--- config.mk ---
export PLATFORM = sky130hd
export DESIGN_NAME = sdram_arbiter_flat
export DESIGN_NICKNAME = d
export VERILOG_FILES = /design/src/rtl/sdram_arb_pkg.sv /design/src/rtl/sdram_arbiter_if.sv /design/src/rtl/sdram_arb_rr.sv /design/src/rtl/sdram_arbiter.sv /design/src/flat_wrapper.sv
export SDC_FILE = /design/constraint.sdc
export NUM_CORES = 1
export LEC_CHECK = 0
export ABC_AREA = 0
export ABC_CLOCK_PERIOD_IN_PS = 4350
export BUFFER_PORTS_ARGS = -buffer_cell sky130_fd_sc_hd__buf_2
export CORE_ASPECT_RATIO = 0.5
export CORE_MARGIN = 3
export CORE_UTILIZATION = 42
export CTS_BUF_LIST = sky130_fd_sc_hd__clkbuf_16
export DETAILED_ROUTE_END_ITERATION = 6
export PLACE_DENSITY = 0.81
export SYNTH_ARGS = -nofsm -noshare
export SYNTH_HDL_FRONTEND = slang
export SYNTH_HIERARCHICAL = 1
export SYNTH_SLANG_ARGS = --single-unit
--- constraint.sdc ---
create_clock -name CLK -period 4.35 [get_ports CLK]
set_input_delay 0.6525 -clock CLK [delete_from_list [all_inputs] [get_ports CLK]]
set_output_delay 0.6525 -clock CLK [all_outputs]
set_load 0.05 [all_outputs]
--- src/rtl/sdram_arb_pkg.sv ---
// Shared types and width defaults for the two-port SDRAM arbiter.
package sdram_arb_pkg;

    localparam int ADDR_W_DEF = 22;
    localparam int DATA_W_DEF = 16;

    typedef enum logic [1:0] {
        ST_INIT  = 2'd0,
        ST_IDLE  = 2'd1,
        ST_ISSUE = 2'd2,
        ST_DONE  = 2'd3
    } state_t;

    typedef enum logic {
        PORT_A = 1'b0,
        PORT_B = 1'b1
    } port_t;

endpackage

--- src/rtl/sdram_arbiter_if.sv ---
// Bundle of requester A/B signals and SDRAM controller command/response signals.
interface sdram_arbiter_if
    import sdram_arb_pkg::*;
#(
    parameter int ADDR_W = ADDR_W_DEF,
    parameter int DATA_W = DATA_W_DEF
);
    logic              A_Req;
    logic              B_Req;
    logic              A_Wr;
    logic              B_Wr;
    logic [ADDR_W-1:0] A_Addr;
    logic [ADDR_W-1:0] B_Addr;
    logic [DATA_W-1:0] A_WrData;
    logic [DATA_W-1:0] B_WrData;
    logic              A_Done;
    logic              B_Done;
    logic              A_Err;
    logic              B_Err;
    logic [DATA_W-1:0] RdData_Out;

    logic              WrEN_Sig;
    logic              RdEN_Sig;
    logic [ADDR_W-1:0] BRC_Addr;
    logic [DATA_W-1:0] WrData;
    logic              Done_Sig;
    logic              Busy_Sig;
    logic [DATA_W-1:0] RdData;

    // Arbiter side
    modport slave (
        input  A_Req, B_Req, A_Wr, B_Wr, A_Addr, B_Addr, A_WrData, B_WrData,
        input  Done_Sig, Busy_Sig, RdData,
        output A_Done, B_Done, A_Err, B_Err, RdData_Out,
        output WrEN_Sig, RdEN_Sig, BRC_Addr, WrData
    );

    // Requesters plus SDRAM controller side
    modport master (
        output A_Req, B_Req, A_Wr, B_Wr, A_Addr, B_Addr, A_WrData, B_WrData,
        output Done_Sig, Busy_Sig, RdData,
        input  A_Done, B_Done, A_Err, B_Err, RdData_Out,
        input  WrEN_Sig, RdEN_Sig, BRC_Addr, WrData
    );

endinterface

--- src/rtl/sdram_arb_rr.sv ---
// Two-way round-robin picker: a tie goes to the port that was not granted last.
module sdram_arb_rr (
    input  logic [1:0] req,
    input  logic       last_b,
    output logic [1:0] grant
);

    assign grant[0] = req[0] & (~req[1] | last_b);
    assign grant[1] = req[1] & (~req[0] | ~last_b);

endmodule

--- src/rtl/sdram_arbiter.sv ---
// Arbitrates two requesters onto one SDRAM controller, one transaction at a time.
// Optional watchdog on stalled transactions: define SDRAM_ARB_WDOG_EN.
module sdram_arbiter
    import sdram_arb_pkg::*;
#(
    parameter int ADDR_W   = ADDR_W_DEF,
    parameter int DATA_W   = DATA_W_DEF,
    parameter int WDOG_CYC = 1023
) (
    input logic            CLK,
    input logic            RSTn,
    sdram_arbiter_if.slave bus
);

    state_t            state;
    state_t            state_nxt;
    port_t             winner;
    port_t             last_grant;
    logic [1:0]        grant;
    logic              take;
    logic              timeout;
    logic              err_q;
    logic              wr_q;
    logic [ADDR_W-1:0] addr_q;
    logic [DATA_W-1:0] wdata_q;
    logic [DATA_W-1:0] rdata_q;

    sdram_arb_rr u_rr (
        .req    ({bus.B_Req, bus.A_Req}),
        .last_b (last_grant == PORT_B),
        .grant  (grant)
    );

    assign take = (state == ST_IDLE) && !bus.Busy_Sig && (grant != 2'b00);

    always_ff @(posedge CLK or negedge RSTn) begin
        if (!RSTn) begin
            state <= ST_INIT;
        end else begin
            state <= state_nxt;
        end
    end

    always_comb begin
        state_nxt = state;
        unique case (state)
            ST_INIT:  if (!bus.Busy_Sig) state_nxt = ST_IDLE;
            ST_IDLE:  if (take) state_nxt = ST_ISSUE;
            ST_ISSUE: if (bus.Done_Sig || timeout) state_nxt = ST_DONE;
            ST_DONE:  state_nxt = ST_IDLE;
            default:  state_nxt = ST_INIT;
        endcase
    end

    // The winner's command is frozen at the grant edge so the controller sees stable fields
    always_ff @(posedge CLK or negedge RSTn) begin
        if (!RSTn) begin
            winner     <= PORT_A;
            last_grant <= PORT_B;
            wr_q       <= 1'b0;
            addr_q     <= '0;
            wdata_q    <= '0;
        end else if (take) begin
            if (grant[1]) begin
                winner     <= PORT_B;
                last_grant <= PORT_B;
                wr_q       <= bus.B_Wr;
                addr_q     <= bus.B_Addr;
                wdata_q    <= bus.B_WrData;
            end else begin
                winner     <= PORT_A;
                last_grant <= PORT_A;
                wr_q       <= bus.A_Wr;
                addr_q     <= bus.A_Addr;
                wdata_q    <= bus.A_WrData;
            end
        end
    end

    always_ff @(posedge CLK or negedge RSTn) begin
        if (!RSTn) begin
            rdata_q <= '0;
        end else if (state == ST_ISSUE && bus.Done_Sig && !wr_q) begin
            rdata_q <= bus.RdData;
        end
    end

`ifdef SDRAM_ARB_WDOG_EN
    localparam int CNT_W = $clog2(WDOG_CYC + 1);

    logic [CNT_W-1:0] wdog_cnt;

    // Controller completion wins over a timeout landing on the same cycle
    assign timeout = (state == ST_ISSUE) && !bus.Done_Sig &&
                     (wdog_cnt == CNT_W'(WDOG_CYC - 1));

    always_ff @(posedge CLK or negedge RSTn) begin
        if (!RSTn) begin
            wdog_cnt <= '0;
            err_q    <= 1'b0;
        end else if (take) begin
            wdog_cnt <= '0;
            err_q    <= 1'b0;
        end else if (state == ST_ISSUE) begin
            wdog_cnt <= wdog_cnt + 1'b1;
            err_q    <= timeout;
        end
    end
`else
    assign timeout = 1'b0;
    assign err_q   = 1'b0;
`endif

    assign bus.WrEN_Sig   = (state == ST_ISSUE) && wr_q;
    assign bus.RdEN_Sig   = (state == ST_ISSUE) && !wr_q;
    assign bus.BRC_Addr   = addr_q;
    assign bus.WrData     = wdata_q;
    assign bus.RdData_Out = rdata_q;
    assign bus.A_Done     = (state == ST_DONE) && (winner == PORT_A);
    assign bus.B_Done     = (state == ST_DONE) && (winner == PORT_B);
    assign bus.A_Err      = bus.A_Done && err_q;
    assign bus.B_Err      = bus.B_Done && err_q;

endmodule
--- src/flat_wrapper.sv ---
// flat-port wrapper written by rule: the top's interface ports become plain ports
module sdram_arbiter_flat import sdram_arb_pkg::*;
#(
    parameter int ADDR_W   = ADDR_W_DEF,
    parameter int DATA_W   = DATA_W_DEF,
    parameter int WDOG_CYC = 1023
)
  (CLK, RSTn, bus_A_Req, bus_B_Req, bus_A_Wr, bus_B_Wr, bus_A_Addr, bus_B_Addr, bus_A_WrData, bus_B_WrData, bus_Done_Sig, bus_Busy_Sig, bus_RdData, bus_A_Done, bus_B_Done, bus_A_Err, bus_B_Err, bus_RdData_Out, bus_WrEN_Sig, bus_RdEN_Sig, bus_BRC_Addr, bus_WrData);
  sdram_arbiter_if #(.ADDR_W(ADDR_W), .DATA_W(DATA_W)) bus_i ();
  input logic CLK;
  input logic RSTn;
  input wire logic [$bits(bus_i.A_Req)-1:0] bus_A_Req;
  input wire logic [$bits(bus_i.B_Req)-1:0] bus_B_Req;
  input wire logic [$bits(bus_i.A_Wr)-1:0] bus_A_Wr;
  input wire logic [$bits(bus_i.B_Wr)-1:0] bus_B_Wr;
  input wire logic [$bits(bus_i.A_Addr)-1:0] bus_A_Addr;
  input wire logic [$bits(bus_i.B_Addr)-1:0] bus_B_Addr;
  input wire logic [$bits(bus_i.A_WrData)-1:0] bus_A_WrData;
  input wire logic [$bits(bus_i.B_WrData)-1:0] bus_B_WrData;
  input wire logic [$bits(bus_i.Done_Sig)-1:0] bus_Done_Sig;
  input wire logic [$bits(bus_i.Busy_Sig)-1:0] bus_Busy_Sig;
  input wire logic [$bits(bus_i.RdData)-1:0] bus_RdData;
  output wire logic [$bits(bus_i.A_Done)-1:0] bus_A_Done;
  output wire logic [$bits(bus_i.B_Done)-1:0] bus_B_Done;
  output wire logic [$bits(bus_i.A_Err)-1:0] bus_A_Err;
  output wire logic [$bits(bus_i.B_Err)-1:0] bus_B_Err;
  output wire logic [$bits(bus_i.RdData_Out)-1:0] bus_RdData_Out;
  output wire logic [$bits(bus_i.WrEN_Sig)-1:0] bus_WrEN_Sig;
  output wire logic [$bits(bus_i.RdEN_Sig)-1:0] bus_RdEN_Sig;
  output wire logic [$bits(bus_i.BRC_Addr)-1:0] bus_BRC_Addr;
  output wire logic [$bits(bus_i.WrData)-1:0] bus_WrData;
  assign bus_i.A_Req = bus_A_Req;
  assign bus_i.B_Req = bus_B_Req;
  assign bus_i.A_Wr = bus_A_Wr;
  assign bus_i.B_Wr = bus_B_Wr;
  assign bus_i.A_Addr = bus_A_Addr;
  assign bus_i.B_Addr = bus_B_Addr;
  assign bus_i.A_WrData = bus_A_WrData;
  assign bus_i.B_WrData = bus_B_WrData;
  assign bus_i.Done_Sig = bus_Done_Sig;
  assign bus_i.Busy_Sig = bus_Busy_Sig;
  assign bus_i.RdData = bus_RdData;
  assign bus_A_Done = bus_i.A_Done;
  assign bus_B_Done = bus_i.B_Done;
  assign bus_A_Err = bus_i.A_Err;
  assign bus_B_Err = bus_i.B_Err;
  assign bus_RdData_Out = bus_i.RdData_Out;
  assign bus_WrEN_Sig = bus_i.WrEN_Sig;
  assign bus_RdEN_Sig = bus_i.RdEN_Sig;
  assign bus_BRC_Addr = bus_i.BRC_Addr;
  assign bus_WrData = bus_i.WrData;
  sdram_arbiter #(.ADDR_W(ADDR_W), .DATA_W(DATA_W), .WDOG_CYC(WDOG_CYC)) u_core (.CLK(CLK), .RSTn(RSTn), .bus(bus_i));
endmodule
==> results of run 1 <==
-- worst max path at each step --
stage / endpoint / slack [ns] / cells past startpoint
floorplan: u_core/bus.RdData_Out[10]$_DFFE_PN0P_ / 2.45 / 6
global placement: u_core/bus.WrData[9]$_DFFE_PN0P_ / 1.62 / 6
detailed placement: u_core/bus.WrData[7]$_DFFE_PN0P_ / 1.57 / 6
CTS: u_core/bus.WrData[7]$_DFFE_PN0P_ / 1.91 / 6
global route: u_core/bus.WrData[12]$_DFFE_PN0P_ / 1.74 / 6
finish: u_core/bus.WrData[7]$_DFFE_PN0P_ / 1.90 / 6
-- stage by stage --
| stage | power (mW) | area [um^2] | hold slack, ns | std cells |
|---|---|---|---|---|
| final | 3.41 | 3910 | 0.484 | 491 |
| after floorplan | 2.35 | 2820 | 0.357 | 248 |
| after global routing | 3.62 | 3910 | 0.511 | 491 |
| after global placement | 2.75 | 3630 | 0.483 | 475 |
| after detailed placement | 2.78 | 3630 | 0.488 | 475 |
| after CTS | 3.45 | 3910 | 0.497 | 491 |
-- registers in the layout, indices dropped and copies added, names as in the netlist --
signal and count:
u_core/winner 1, u_core/bus.BRC_Addr 22, u_core/state 2, u_core/bus.RdData_Out 16
u_core/bus.WrData 16, u_core/wr_q 1, u_core/last_grant 1
-- per-layer routing --
layer,global-route usage [%],up-vias
met4,7.12,0
met1,21.6,1154
met5,0,-
li1,-,1189
met3,5.75,10
met2,32.1,84
-- logic make-up after synthesis --
| family | count (synthesis) |
|---|---|
| fa+ha+maj | 4 |
| simple gates | 14 |
| flops | 59 |
| compound gates | 87 |
| mux | 55 |
| other cells | 1 |
| buf+inv | 27 |
-- worst reg2reg max path: cells and delay by family, from the launching register on --
| family | cells | cell delay (ns) |
|---|---|---|
| DFF | 1 | 0.39 |
| AOI/OAI and AO/OA | 3 | 0.79 |
| buffers and inverters | 1 | 0.34 |
| and+or+nand+nor | 1 | 0.77 |
-- power by group through the flow --
stage | Sequential (mW) | Combinational, mW | Clock, mW
2_1_floorplan | 1.82 | 0.531 | 0
3_3_place_gp | 0.959 | 1.79 | 0
3_5_place_dp | 0.962 | 1.82 | 0
4_1_cts | 0.962 | 1.82 | 0.666
5_1_grt | 1.00 | 1.92 | 0.697
6_report | 0.960 | 1.81 | 0.647
-- placed cells by master, fill, tap and decap left out, types with 3 or more instances in the layout --
| cell type | n |
|---|---|
| buf_2 | 157 |
| a21oi_1 | 78 |
| dfrtp_1 | 58 |
| mux2i_1 | 39 |
| mux2_2 | 16 |
| clkbuf_16 | 9 |
| inv_1 | 8 |
| ha_1 | 4 |
| buf_4 | 4 |
| and2_1 | 3 |
-- final cells by class --
| class | count | area, um^2 | share of cell area, % |
|---|---|---|---|
| Clock inverter | 7 | 53.8 | 1.38 |
| Inverter | 5 | 18.8 | 0.481 |
| Sequential cell | 59 | 1480 | 37.8 |
| Tap cell | 88 | 110 | 2.82 |
| Multi-Input combinational cell | 162 | 1200 | 30.8 |
| Clock buffer | 9 | 225 | 5.77 |
| Timing Repair Buffer | 161 | 816 | 20.9 |
==> impl_metrics.yaml, run 1 <==
critical_path:
  crit_start: "bus_A_Req"
  crit_type: "input pin to flop"
  r2r_setup_slack_ns: 1.97
  max_stage_delay_ns: 0.76
  timing.rr.end: "u_core/bus.WrData[7]$_DFFE_PN0P_"
  slowest_stage: "or2_1"
  worstPathCellList: "buf_2 -> a21boi_4 -> or2_1 -> buf_4 -> a21oi_1 -> a21oi_1"
  required_ns: 4.58
  cp_max_fo: 26
  crit_top_cell: "a21oi_1"
  worstReg2RegStart: "u_core/last_grant$_DFFE_PN1P_"
  crit_family: "compound AO/OA/AOI/OAI gates"
  cp.arrival_ns: 2.68
  cp-end-kind: "flop"
  crit_buf_inv: 2
  critPathLaunchType: "input pin"
  reg2reg_depth: 5
finish:
  finalNetCount: 502
  num_antenna_cells: 0
  drive_gt1_share_pct: 48.9
  fillers: 533
  area_growth_syn_to_layout_pct: 38.5
  final_util_pct: 62.2
synthesis:
  yosys.area_share.xor_xnor_pct: 0
  synth_area_mm2: 0.00282
  yosysTopAreaCellShare_pct: 51.5
  synth_area_leaders: "dfrtp_1 51%, a21oi_1 14%, mux2i_1 14%"
  ys_warn_count: 6
  synth_area_leader_cell: "dfrtp_1"
  synthMuxAreaShare_pct: 20.2
  ys.flop_type: "dfrtp_1"
  postSynthCellCount: 247
  ys_seq_elements: 59
  synth_most_common_cell: "a21oi_1"
  synthSimpleGateAreaFrac_pct: 3.24
  synth.top_cells.by_count: "78 x a21oi_1, 58 x dfrtp_1, 39 x mux2i_1, 16 x mux2_2, 11 x buf_2"
  synth_top_family_by_area: "multiplexers"
  ys_seq_area_share_pct: 52.4
  synthAdderAreaFrac_pct: 1.77
  synth-edff-count: 0
  async_flop_share_pct: 100
  synth_compound_area_share_pct: 16.3
  syn_area_per_cell_um2: 11.4
  ys_types: 30
clock_network:
  cts_resized: 0
  clkTransAtPathRegs_ns: 0.05
  cts_setup_buffers: 0
  ctsRootBufferMaster: "clkbuf_16"
  cts-hold-fix-buffers: 0
  clock-sinks: 59
  numCtsBuffers: 9
  cts.path.max_buffers: 2
  htreeDepth: 3
  worstSkewPairLatency_ns: 0.32
  cts_tree: "yes"
placement:
  gp_congestion: 0.787
  place_ws_ns: 1.57
  place_hpwl_mm: 5.25
  portBuffers: 157
drt:
  drc: 0
  drtIter0Drc: 121
  drt_pass1_iterations: 4
  num_vias: 2437
  wl_met2_mm: 3.69
  detail_route.wirelength_mm: 6.98
  wl_met1_mm: 2.73
  viasPerCell: 4.96
  dr_wl_met3_um: 460
  route.antenna.remaining_nets: 0
  wl_per_cell_um: 14.2
  top_layer: "met4"
sta:
  tightest_slew_ns: 0.939
  clock_skew_ns: 0.00660
  fin_setup_tns_ns: 0
  period_share_pct: 56.2
  setup_viol: 0
  slew_headroom_pct: 37.3
  setup_slack_ns: 1.90
  fmax_mhz: 409
  fin_crit_ns: 2.45
  final-hold-violation-count: 0
  rsz0062_at_grt: "no"
  maxSlewViolCount: 0
pwr:
  power_density_mw_per_mm2: 874
  pwr-share-clk_pct: 19.0
  p_switching_mw: 1.71
  power.share.combinational_pct: 52.9
  p_leak_nw: 2.00
  ir_drop_v: 0.000454
  seqPwrFrac_pct: 28.1
  p_sw_share_pct: 50.1
  internal_power_mw: 1.70
grt:
  grt_pass1_wl_mm: 11.4
  grt_max_degree: 60
  first_global_vias: 2406
  antenna_found_initial: 0
  track_usage_pct: 18.5
  grt_overflow: 0
floorplan:
  fp.coreArea_mm2: 0.00628
  num_io_pins: 160
  row_count: 20
  die_width_um: 122
  dieArea_mm2: 0.00779
  start_util_pct: 44.9
  dieHeight_um: 63.9
worst_hold_path:
  hold_class: "input pin to asynchronous set/reset pin"
run_status:
  status: "completed"
run:
  cap_violations: 0
Power figures use the tool's default switching activity.
==> run 2: changes to the inputs <==
- ABC_AREA: 0 -> 1
- ABC_CLOCK_PERIOD_IN_PS: 4350 -> 2100
- CORE_UTILIZATION: 42 -> 41
- clock period: 4.35 -> 2.1 ns (I/O delays scaled with it)
==> impl_metrics.yaml, run 2 <==
run_status:
  status: "completed"
drt:
  drc: 0
  drt_pass1_iterations: 4
  route.antenna.remaining_nets: 0
  detail_route.wirelength_mm: 7.33
  num_vias: 2925
  drtIter0Drc: 206
  wl_per_cell_um: 11.2
  viasPerCell: 4.49
placement:
  dp.cells: 635
  portBuffers: 157
  place_hpwl_mm: 5.45
  gp_congestion: 0.839
  place_area_mm2: 0.00384
  place_ws_ns: 0.315
clock_network:
  clock-sinks: 59
  worstSkewPairLatency_ns: 0.32
  numCtsBuffers: 9
  cts.path.max_buffers: 2
  htreeDepth: 3
  clkTransAtPathRegs_ns: 0.05
  ctsRootBufferMaster: "clkbuf_16"
  cts_tree: "yes"
finish:
  final_cell_mix: "157 x buf_2, 121 x nand2_1, 91 x inv_1"
  finalInstanceArea_mm2: 0.00411
  finalNetCount: 659
  final_common_cell: "buf_2"
  drive_gt1_share_pct: 32.1
  num_antenna_cells: 0
  area_growth_syn_to_layout_pct: 37.9
  fin_cells: 652
  largest_reg_flops: 22
  fillers: 647
sta:
  setup_slack_ns: 0.214
  clock_skew_ns: 0.00761
  tightest_slew_ns: 0.537
  setup_viol: 0
  final-hold-violation-count: 0
  fmax_mhz: 530
  maxSlewViolCount: 0
  fin_crit_ns: 1.89
  period_share_pct: 89.8
  rsz0062_at_grt: "no"
  fin_setup_tns_ns: 0
  slew_headroom_pct: 64.2
pwr:
  ir_drop_v: 0.000834
  power_density_mw_per_mm2: 1640
  p_leak_nw: 2.41
synthesis:
  synth-edff-count: 0
  ys_warn_count: 6
  synth.top_cells.by_count: "121 x nand2_1, 89 x inv_1, 75 x o21ai_0, 58 x dfrtp_1, 17 x nand3_1"
  ys_seq_area_share_pct: 49.6
  syn_area_per_cell_um2: 7.42
  synth_area_mm2: 0.00298
  yosysTopAreaCellShare_pct: 48.7
  ys_types: 21
  ys_seq_elements: 59
  synth_area_leaders: "dfrtp_1 49%, nand2_1 15%, o21ai_0 13%"
  ys.flop_type: "dfrtp_1"
  synth_area_leader_cell: "dfrtp_1"
  postSynthCellCount: 402
  synth_most_common_cell: "nand2_1"
  async_flop_share_pct: 100
floorplan:
  die_width_um: 127
  num_io_pins: 160
  fp.coreArea_mm2: 0.00686
  dieHeight_um: 66.3
  dieArea_mm2: 0.00839
  start_util_pct: 43.5
  row_count: 21
critical_path:
  crit_top_cell: "inv_1"
  critPathLaunchType: "flop"
  slowest_stage: "dfrtp_1"
  worstPathCellList: "inv_1 -> ha_1 -> inv_1 -> nor2_4 -> buf_2"
  crit_family: "buffers and inverters"
  max_stage_delay_ns: 0.41
  required_ns: 1.78
  cp.arrival_ns: 1.57
  crit_buf_inv: 3
  cp-end-kind: "primary output"
  crit_type: "flop to primary output"
  cp_max_fo: 10
grt:
  grt_use_met1_pct: 20.7
  antenna_found_initial: 0
  track_usage_pct: 17.6
  grt_overflow: 0
  grt_max_degree: 68
  first_global_vias: 2623
  use_met2_pct: 31.1
  grt_pass1_wl_mm: 11.8
  grt-busiest-layer: "met2"
  met3_usage_pct: 5.16
run:
  cap_violations: 0
worst_hold_path:
  hold_class: "input pin to flop"
## run 2: timing repair
action,4_1_cts,5_1_grt
buffers inserted,0,0
endpoints found under the hold margin,1,0
hold buffers,1,0
endpoints found under the setup margin,0,1
gates resized for setup,0,1
## run 2: per-layer routing
| layer | vias to the layer above | share of wire (%) |
|---|---|---|
| met1 | 1332 | 43 |
| met5 | - | 0 |
| li1 | 1514 | - |
| met3 | 9 | 4.8 |
| met4 | 0 | 1.2 |
| met2 | 70 | 51 |
## run 2: worst paths after layout
kind | slack [ns] | cells after the start | from | end
min reg2reg | 0.47 | 2 | u_core/bus.RdData_Out[6]$_DFFE_PN0P_ | u_core/bus.RdData_Out[6]$_DFFE_PN0P_
max in group asynchronous | 1.26 | 3 | RSTn | u_core/last_grant$_DFFE_PN1P_
max | 0.21 | 5 | u_core/state[0]$_DFFE_PN0P_ | bus_RdEN_Sig
min | 0.24 | 3 | bus_RdData[8] | u_core/bus.RdData_Out[8]$_DFFE_PN0P_
max reg2reg | 0.43 | 7 | u_core/state[0]$_DFFE_PN0P_ | u_core/bus.RdData_Out[9]$_DFFE_PN0P_
min in group asynchronous | 0.54 | 3 | RSTn | u_core/bus.WrData[9]$_DFFE_PN0P_
## run 2: worst reg2reg max path, cell delays in order (launching register included)
cell	delay, ns
dfrtp_1	0.41
inv_1	0.09
ha_1	0.17
inv_1	0.08
nor2_4	0.20
nand2_1	0.38
nand2_1	0.18
nand2_1	0.06
## run 2: where the power goes
group / switching (mW) / internal (mW)
clock network: 0.463 / 0.771
registers: 0.286 / 1.68
logic: 2.74 / 0.799
total: 3.49 / 3.25
## run 2: cell families (layout without fill, tap and decap cells)
family / after synthesis / count (layout) / synth area share [%]
simple gates: 142 / 142 / 19.1
fa+ha+maj: 4 / 4 / 1.68
flops: 59 / 59 / 49.6
compound gates: 84 / 84 / 14.6
buf+inv: 112 / 269 / 14.9
other cells: 1 / 2 / 0.126
## run 2: through the flow
stage	hold WS [ns]	power [mW]	utilization (%)
floorplan	0.0194	4.63	-
global placement	0.341	5.46	56.0
detailed placement	0.346	5.52	56.0
CTS	0.216	6.80	59.9
global route	0.240	7.17	59.9
finish	0.237	6.74	59.9
## run 2: final cells by class
type / instances / area, um^2 / share of cell area (%)
sequential: 59 / 1480 / 36.0
tap: 92 / 115 / 2.80
multi-input combinational: 232 / 1070 / 26.1
timing repair buffer: 164 / 853 / 20.8
inverter: 89 / 334 / 8.13
clock buffer: 9 / 225 / 5.48
clock inverter: 7 / 30.0 / 0.731
==> run 3: changes to the inputs <==
- ABC_AREA: 1 -> 0
- CORE_UTILIZATION: 41 -> 40
==> impl_metrics.yaml, run 3 (synthesis results as in run 1) <==
run_status:
  status: "completed"
sta:
  fin_setup_tns_ns: 0
  maxSlewViolCount: 0
  period_share_pct: 85.9
  fin_crit_ns: 1.80
  setup_viol: 0
  final-hold-violation-count: 0
  fmax_mhz: 555
  clock_skew_ns: 0.00523
  rsz0062_at_grt: "no"
clock_network:
  htreeDepth: 3
  numCtsBuffers: 9
  clock-sinks: 59
  clkTransAtPathRegs_ns: 0.05
  cts_tree: "yes"
  ctsRootBufferMaster: "clkbuf_16"
  cts.path.max_buffers: 2
  worstSkewPairLatency_ns: 0.32
  cts_setup_buffers: 0
floorplan:
  num_io_pins: 160
  row_count: 20
  start_util_pct: 43.9
  die_width_um: 125
  fp.coreArea_mm2: 0.00643
  dieArea_mm2: 0.00816
  dieHeight_um: 65.4
placement:
  portBuffers: 157
  place_hpwl_mm: 5.51
  place_area_mm2: 0.00367
  gp_congestion: 0.781
critical_path:
  cp-end-kind: "primary output"
  max_stage_delay_ns: 0.40
  timing.rr.end: "u_core/state[1]$_DFFE_PN0P_"
  worstPathCellList: "inv_1 -> ha_1 -> nor2b_2 -> buf_2"
  slowest_stage: "dfrtp_1"
  cp_max_fo: 3
  cp.arrival_ns: 1.49
  required_ns: 1.78
  r2r_setup_slack_ns: 0.42
  reg2reg_depth: 6
  critPathLaunchType: "flop"
  crit_type: "flop to primary output"
  worstReg2RegStart: "u_core/state[1]$_DFFE_PN0P_"
grt:
  track_usage_pct: 17.7
  grt_overflow: 0
  grt_pass1_wl_mm: 11.6
  first_global_vias: 2501
  antenna_found_initial: 0
  grt_max_degree: 32
finish:
  fillers: 555
  area_growth_syn_to_layout_pct: 39.2
  final_cell_mix: "157 x buf_2, 78 x a21oi_1, 58 x dfrtp_1"
  seq_area_mm2: 0.00148
  multi_input_comb_area_mm2: 0.00120
  finalNetCount: 509
  final_common_cell: "buf_2"
  finalInstanceArea_mm2: 0.00393
  drive_gt1_share_pct: 49.6
  num_antenna_cells: 0
  largest_reg_flops: 22
pwr:
  p_total_mw: 6.99
  ir_drop_v: 0.000894
  power_density_mw_per_mm2: 1780
  p_leak_nw: 2.02
worst_hold_path:
  min-delay-start: "bus_RdData[0]"
  hold_depth: 2
  hold_class: "input pin to flop"
  whs_endpoint: "u_core/bus.RdData_Out[0]$_DFFE_PN0P_"
drt:
  drt_pass1_iterations: 4
  dr_wl_met3_um: 390
  wl_per_cell_um: 14.5
  detail_route.wirelength_mm: 7.19
  wl_met2_mm: 3.99
  wl_met1_mm: 2.74
  num_vias: 2438
  drc: 0
  top_layer: "met4"
  route.antenna.remaining_nets: 0
  viasPerCell: 4.91
  drtIter0Drc: 75
run:
  cap_violations: 0
-- run 3: cell type report --
| cell class | count | share of cell area (%) |
|---|---|---|
| Sequential cell | 59 | 37.6 |
| Multi-Input combinational cell | 162 | 30.5 |
| Timing Repair Buffer | 168 | 22.2 |
| Clock buffer | 9 | 5.74 |
| Tap cell | 88 | 2.80 |
| Clock inverter | 6 | 0.637 |
| Inverter | 5 | 0.478 |
-- run 3: per-stage QoR --
| step | hold WS, ns | util, % | setup WS [ns] | instances |
|---|---|---|---|---|
| final | 0.229 | 61.1 | 0.297 | 497 |
| after global routing | 0.217 | 61.1 | 0.185 | 497 |
| after CTS | 0.217 | 61.1 | 0.274 | 497 |
| after detailed placement | 0.285 | 57.0 | 0.424 | 481 |
| after global placement | 0.276 | 57.0 | 0.497 | 481 |
| after floorplan | 0.0194 | - | 0.195 | 248 |
-- run 3: repair_timing --
| item | in CTS | in global routing |
|---|---|---|
| gates resized for setup | 0 | 0 |
| hold buffers | 1 | 0 |
| endpoints found under the hold margin | 18 | 0 |
| setup endpoints to repair | 0 | 0 |
-- run 3: worst max-delay path, delay by kind of cell (launching register included) --
| family | cells | cell delay [ns] |
|---|---|---|
| adder cells (fa/ha/maj) | 1 | 0.19 |
| buffers and inverters | 2 | 0.40 |
| flip-flops | 1 | 0.40 |
| AND/OR/NAND/NOR | 1 | 0.18 |
-- run 3: per-layer routing --
layer  global-route usage [%]  up-vias
met1                     19.7     1164
met4                     6.83        0
met5                        0        -
met3                     5.52        6
li1                         -     1197
met2                     32.5       71
-- run 3: power breakdown --
part	total [mW]	switching (mW)	internal, mW	leakage, nW
sequential	2.00	0.297	1.70	0.679
clock	1.20	0.440	0.765	0.129
combinational	3.79	2.82	0.969	1.21
-- run 3: worst max-delay path by stage --
stage                                        from                                    end  slack [ns]  depth (start not counted)
finish                u_core/state[0]$_DFFE_PN0P_                           bus_RdEN_Sig        0.30                          4
global route          u_core/state[0]$_DFFE_PN0P_                           bus_RdEN_Sig        0.18                          4
CTS                   u_core/state[0]$_DFFE_PN0P_                           bus_RdEN_Sig        0.27                          4
detailed placement    u_core/state[0]$_DFFE_PN0P_   u_core/bus.RdData_Out[2]$_DFFE_PN0P_        0.42                          5
global placement    u_core/last_grant$_DFFE_PN1P_            u_core/state[1]$_DFFE_PN0P_        0.50                          6
floorplan             u_core/state[0]$_DFFE_PN0P_  u_core/bus.RdData_Out[10]$_DFFE_PN0P_        0.20                          6
